## src/rtl/quad_pkg.sv

```systemverilog
// Shared types and defaults for the quadrature decoder.
// Optional glitch filter is enabled by defining QUAD_GLITCH_FILTER_EN.
package quad_pkg;

   localparam int POS_W_DEF    = 8;
   localparam int FILT_CYC_DEF = 3;
   localparam int SYNC_STAGES  = 2;
   localparam int FILT_CNT_W   = 4;

   // {A,B}; up sequence is 00 -> 10 -> 11 -> 01 -> 00
   typedef enum logic [1:0] {
      PH_00 = 2'b00,
      PH_01 = 2'b01,
      PH_10 = 2'b10,
      PH_11 = 2'b11
   } phase_t;

   function automatic phase_t next_up(input phase_t p);
      case (p)
         PH_00:   return PH_10;
         PH_10:   return PH_11;
         PH_11:   return PH_01;
         default: return PH_00;
      endcase
   endfunction

endpackage

```

## src/rtl/quad_sync_filter.sv

```systemverilog
// Two-flop synchronizer for one encoder phase, with an optional stability
// filter when QUAD_GLITCH_FILTER_EN is defined.
module quad_sync_filter
   import quad_pkg::*;
`ifdef QUAD_GLITCH_FILTER_EN
#(
   parameter int FILT_CYC = FILT_CYC_DEF
)
`endif
(
   input  logic clk,
   input  logic reset,
   input  logic din,
   output logic dout
);

   logic [SYNC_STAGES-1:0] sync_q;

   always_ff @(posedge clk or negedge reset) begin
      if (!reset) sync_q <= '0;
      else        sync_q <= {sync_q[SYNC_STAGES-2:0], din};
   end

`ifdef QUAD_GLITCH_FILTER_EN
   logic                  filt_q;
   logic [FILT_CNT_W-1:0] cnt;
   logic                  s;

   assign s = sync_q[SYNC_STAGES-1];

   // Accept a new level only once it has been sampled FILT_CYC times in a row;
   // any return to the accepted level restarts the count.
   always_ff @(posedge clk or negedge reset) begin
      if (!reset) begin
         filt_q <= 1'b0;
         cnt    <= '0;
      end else if (s == filt_q) begin
         cnt    <= '0;
      end else if (cnt == FILT_CNT_W'(FILT_CYC - 1)) begin
         filt_q <= s;
         cnt    <= '0;
      end else begin
         cnt    <= cnt + FILT_CNT_W'(1);
      end
   end

   assign dout = filt_q;
`else
   assign dout = sync_q[SYNC_STAGES-1];
`endif

endmodule

```

## src/rtl/quad_decoder.sv

```systemverilog
// Quadrature decoder: synchronizes A/B, decodes up/down/illegal transitions,
// keeps a wrapping position count. Glitch filter via QUAD_GLITCH_FILTER_EN.
module quad_decoder
   import quad_pkg::*;
#(
   parameter int POS_W    = POS_W_DEF,
   parameter int FILT_CYC = FILT_CYC_DEF
)(
   input  logic             clk,
   input  logic             reset,
   input  logic             a,
   input  logic             b,
   input  logic             clr,
   output logic             step,
   output logic             dir,
   output logic [POS_W-1:0] pos,
   output logic             err,
   output logic             err_sticky
);

`ifdef QUAD_GLITCH_FILTER_EN
   localparam bit FILT_EN = 1'b1;
`else
   localparam bit FILT_EN = 1'b0;
`endif

   // Synchronized phases are only meaningful once the sync (and filter)
   // pipeline has refilled after reset; until then prev just tracks cur.
   localparam int WARM = SYNC_STAGES + 1 + (FILT_EN ? FILT_CYC : 0);

   logic [1:0]      raw;
   logic [1:0]      syncd;
   phase_t          cur;
   phase_t          prev;
   logic [WARM-1:0] init_pipe;
   logic            init;
   logic            up_ev;
   logic            dn_ev;
   logic            bad_ev;

   assign raw = {a, b};

   for (genvar g = 0; g < 2; g++) begin : g_ph
`ifdef QUAD_GLITCH_FILTER_EN
      quad_sync_filter #(.FILT_CYC(FILT_CYC)) u_sf (
`else
      quad_sync_filter u_sf (
`endif
         .clk   (clk),
         .reset (reset),
         .din   (raw[g]),
         .dout  (syncd[g])
      );
   end

   assign cur    = phase_t'(syncd);
   assign init   = init_pipe[0];
   assign up_ev  = !init && (cur == next_up(prev));
   assign dn_ev  = !init && (prev == next_up(cur));
   assign bad_ev = !init && ((cur ^ prev) == 2'b11);

   always_ff @(posedge clk or negedge reset) begin
      if (!reset) begin
         init_pipe  <= '1;
         prev       <= PH_00;
         step       <= 1'b0;
         dir        <= 1'b0;
         err        <= 1'b0;
         err_sticky <= 1'b0;
         pos        <= '0;
      end else begin
         init_pipe <= init_pipe >> 1;
         prev      <= cur;
         step      <= up_ev | dn_ev;
         err       <= bad_ev;
         if (up_ev)      dir <= 1'b1;
         else if (dn_ev) dir <= 1'b0;
         // clr wins over a coincident edge; the edge is still reported
         if (clr)        pos <= '0;
         else if (up_ev) pos <= pos + POS_W'(1);
         else if (dn_ev) pos <= pos - POS_W'(1);
         if (clr)         err_sticky <= 1'b0;
         else if (bad_ev) err_sticky <= 1'b1;
      end
   end

endmodule

```

## config.mk

```make
export PLATFORM = sky130hd
export DESIGN_NAME = quad_decoder
export DESIGN_NICKNAME = d
export VERILOG_FILES = /design/src/rtl/quad_pkg.sv /design/src/rtl/quad_sync_filter.sv /design/src/rtl/quad_decoder.sv
export SDC_FILE = /design/constraint.sdc
export NUM_CORES = 1
export LEC_CHECK = 0
export CORE_ASPECT_RATIO = 0.9
export CORE_MARGIN = 4
export CORE_UTILIZATION = 30
export DETAILED_ROUTE_END_ITERATION = 8
export PLACE_DENSITY_LB_ADDON = 0.2
export SLEW_MARGIN = 20
export SYNTH_ARGS = -nofsm -noshare
export SYNTH_HDL_FRONTEND = slang
export SYNTH_SLANG_ARGS = --single-unit
```

## constraint.sdc

```tcl
create_clock -name clk -period 7.4 [get_ports clk]
set_input_delay 1.48 -clock clk [delete_from_list [all_inputs] [get_ports clk]]
set_output_delay 1.48 -clock clk [all_outputs]
set_load 0.05 [all_outputs]
```

# Word level (Yosys, flattened, before mapping)
# Index checks and enable logic that the tools add are counted.
# op_classes
n_addsub,2
n_eq_ne,7
mux,9
bitwise_logic,2
n_reduce_logical,9
# ops
op,n
$mux W8,3
$pmux W2 S3,2
$eq A2 B2 Y1 const B,5
$add A8 B1 Y8 const B,1
$sub A8 B1 Y8 const B,1
$eq A2 B2 Y1,2
$logic_not A2 Y1,2
$mux W1,4
$reduce_bool A2 Y1,2
$logic_and A1 B1 Y1,3
$reduce_bool A3 Y1,1
$xor A2 B2 Y2,1
$logic_not A1 Y1,1
$or A1 B1 Y1,1
# word_totals
regBits,21
input_bits,5
out_inout_bits,12
word_cells,38

# Depth between registers and ports, before layout
# logic_depth
depth_word,7
mapped_depth,10
depth_no_buf,10

# By module
# From an unflattened synthesis, not the netlist that was laid out.
# hier_totals
hier_cells,102
hier_area_um2,1067.3
# modules_own_cells
mod,n_inst,cells_each,area_per_inst_um2,seq_area_each_um2
quad_decoder,1,98,967.2,429.2
quad_sync_filter,2,2,50.0,50.0

# Worst setup path after synthesis
# OpenSTA, ideal clock, no wires.
# synth_path
path_kind,flip-flop to flip-flop
startpoint,reg g_ph[0].u_sf.sync_q[1]
endpoint,reg pos[6]
setup_time_ns,0.104
t_arrival_ns,2.518
t_required_ns,7.296
path_slack_ns,4.778
path_stages_with_launch,11
n_path_buf,0
period_less_slack_ns,2.622
cell_sequence,dfrtp_1 > xor2_1 > or2_4 > nor2_2 > inv_1 > ha_1 > nor2b_4 > o31a_1 > o21a_1 > or4b_1 > o311ai_1
# synth_lines
item,line,rtl
start: declaration,quad_sync_filter.sv:17,logic [SYNC_STAGES-1:0] sync_q;
start signal: assignment,quad_sync_filter.sv:21,"else sync_q <= {sync_q[SYNC_STAGES-2:0], din};"
$eq A2 B2 Y1 (*),quad_decoder.sv:58,assign up_ev = !init && (cur == next_up(prev));
$logic_and A1 B1 Y1 (*),quad_decoder.sv:58,
named net up_ev,quad_decoder.sv:37,logic up_ev;
$mux W8,quad_decoder.sv:80,else if (up_ev) pos <= pos + POS_W'(1);
$mux W8,quad_decoder.sv:79,if (clr) pos <= '0;
end signal: assignment,quad_decoder.sv:80,
end signal: assignment,quad_decoder.sv:81,else if (dn_ev) pos <= pos - POS_W'(1);
end: declaration,quad_decoder.sv:16,"output logic [POS_W-1:0] pos,"
# Mark *: on every way through the listed nets, which the timed path passes. The rest lies on a longest branch.
# A chain may end at the register's enable or synchronous reset.

# Worst setup path in the final report
# layout_path
startpoint,reg pos[0]
endpoint,out pos[0]
# No word-level cell between the ends.

==> results.cfg <==
[floorplan]
ios = 17
start_util_pct = 31.4
dieArea_um2 = 4550
core_area_um2 = 3380
die_y_um = 64.4
rows = 20
die_w_um = 70.7

[route]
routedWlPerCell_um = 12.1
ant_nets = 0
via_per_inst = 4.53
routed_wl_mm = 1.88
drc_errors = 0
first_pass_iters = 4
drt_iter0_markers = 12
vias = 702

[global_routing]
grtUsageTotal_pct = 9.14
overflow = 0
grt_pass1_vias = 709
grt_max_degree = 22
grt_antenna_before_repair = 0
grt_pass1_wl_mm = 3.31

[clock_tree]
cts_resized = 0
post_cts_buffers = 0
clock-root-buffer = clkbuf_8
cts_num_sinks = 21
cts-htree-levels = 1
cts_tree = done
clk_latency_ns = 0.26
clk_pin_slew_ns = 0.08
numCtsBuffers = 3
clock_path_buffers = 2
cts_hold_buf = 0

[sta]
finalHoldViolCount = 0
relSlewSlack_pct = 36.9
finClkSkew_ns = 0.00112
slew_violations = 0
rsz0062_at_grt = no
setup_viol = 0
finalCriticalPeriod_ns = 3.01
layout_worst_path_cycle_share_pct = 40.6
worst_pin_slew_ns = 0.944
fmax_mhz = 333
fin_setup_tns_ns = 0
whs_ns = 0.352

[logic_synthesis]
seq_area_frac_synth_pct = 49.9
netlist_instances = 93
synth_edf_count = 0
async_reset_ff_share_pct = 100
synth_cell_types = 36
syn-num-nets = 105
synth_area_um2 = 1060
ys_warn_count = 0
syn_avg_cell_area_um2 = 11.4
ys_seq_elements = 21
synthFlopType = dfrtp_1

[critical_path]
crit_path_max_incr_delay_ns = 0.84
worstSetupPathType = register to output pin
endpoint_kind = output pin
start_kind = register
required_ns = 5.92
arrival_ns = 1.53
path_max_fanout = 4
crit_path_cell_trace = clkdlybuf4s50_1
cp_slowest_cell = clkdlybuf4s50_1
worst-path-buf-inv = 1
cpLargestDelayFamily = buffers and inverters

[status]
outcome = completed

[power_and_ir_drop]
irDropWorstVdd_uv = 73.9
power_density_nw_per_um2 = 269
leakage_uw = 0.000550
total_power_uw = 353

[final_layout]
num-fill-cells = 336
antenna_cells = 0
layout-drive-gt1-share_pct = 9.91
multi_input_area_um2 = 497
nets = 124
seqCellArea_um2 = 529
area_delta_synth_final_pct = 23.5

[placed_design]
place_congestion = 0.826
dp_hpwl_mm = 1.37
io_buffers = 16

[flow_run]
maxCapViolations = 0

[worst_hold_path]
holdCritPathClass = register to register
power by group:
group          switching (uW)  internal (uW)
clock network            38.9           38.0
registers                9.28            127
logic                    81.5           57.7
flip-flops by register name, indices dropped and copies added (netlist names):
| register | count |
|---|---|
| dir | 1 |
| err | 1 |
| err_sticky | 1 |
| g_ph.u_sf.sync_q | 4 |
| init_pipe | 3 |
| pos | 8 |
| prev | 2 |
| step | 1 |
layout by cell type (no fill, tap or decap), types with 2 or more instances in the layout:
master	n
nand3_1	2
clkbuf_8	3
o21a_1	2
dfstp_2	3
clkdlybuf4s50_1	16
nand2_1	2
a21oi_1	4
nor2_1	12
xor2_1	3
dfrtp_1	18
ha_1	6
inv_1	5
mux2i_1	5
nor2b_1	2
nand2b_1	2
xnor2_1	5
cells in the mapped netlist (all sizes together) (2+ instances only):
master,instances,share of area (%)
ha,6,7.1
nor2b,3,2.5
nand3,2,0.94
a21oi,5,3.4
o21a,2,1.4
dfrtp,18,43
mux2i,5,4.7
nand2,2,0.71
inv,5,1.8
nand2b,2,1.2
nor2,13,4.8
dfstp,3,7.4
xnor2,5,4.1
xor2,3,2.5
path summary, 6_finish.rpt:
path / startpoint / depth (start not counted) / slack (ns) / end
worst max-delay path: pos[0] / 1 / 4.39 / pos[0]
worst min-delay path: g_ph[1].u_sf.sync_q[0] / 0 / 0.35 / g_ph[1].u_sf.sync_q[1]
worst max register to register: g_ph[0].u_sf.sync_q[1] / 10 / 4.56 / pos[6]
worst min register to register: g_ph[1].u_sf.sync_q[0] / 0 / 0.35 / g_ph[1].u_sf.sync_q[1]
max in group asynchronous: reset / 1 / 5.08 / prev[0]
min in group asynchronous: reset / 1 / 1.74 / pos[6]
per-stage QoR:
| step | instances | setup slack, ns | cell area (um2) | utilization, % |
|---|---|---|---|---|
| final | 155 | 4.39 | 1310 | 38.7 |
| after floorplan | 93 | 4.78 | 1060 | - |
| after global routing | 155 | 4.31 | 1310 | 38.7 |
| after global placement | 151 | 4.39 | 1260 | 37.3 |
| after detailed placement | 151 | 4.36 | 1260 | 37.3 |
| after CTS | 155 | 4.37 | 1310 | 38.7 |
layout make-up:
type	instances	area share (%)
clock buffer	3	3.15
inverter	5	1.43
sequential	21	40.4
timing repair buffer	16	12.2
multi-input combinational	65	38.0
clock inverter	1	0.574
tap	44	4.21
cell families after synthesis:
logic type	after synthesis	share of synthesized area [%]
and+or+nand+nor	28	14.6
DFF	21	49.9
xor gates and xnor gates	8	6.61
adders and majority gates	7	8.97
buffers and inverters	7	3.19
muxes	6	5.79
other	1	0.354
AOI/OAI and AO/OA	15	10.5
layer usage:
| layer | vias up | global-route usage, % | wire length, um |
|---|---|---|---|
| met4 | 0 | 4.23 | 29 |
| met1 | 335 | 12.1 | 922 |
| li1 | 354 | - | - |
| met3 | 2 | 1.89 | 66 |
| met5 | - | 0 | 0 |
| met2 | 11 | 14.3 | 861 |
(Power assumes the default switching activity.)
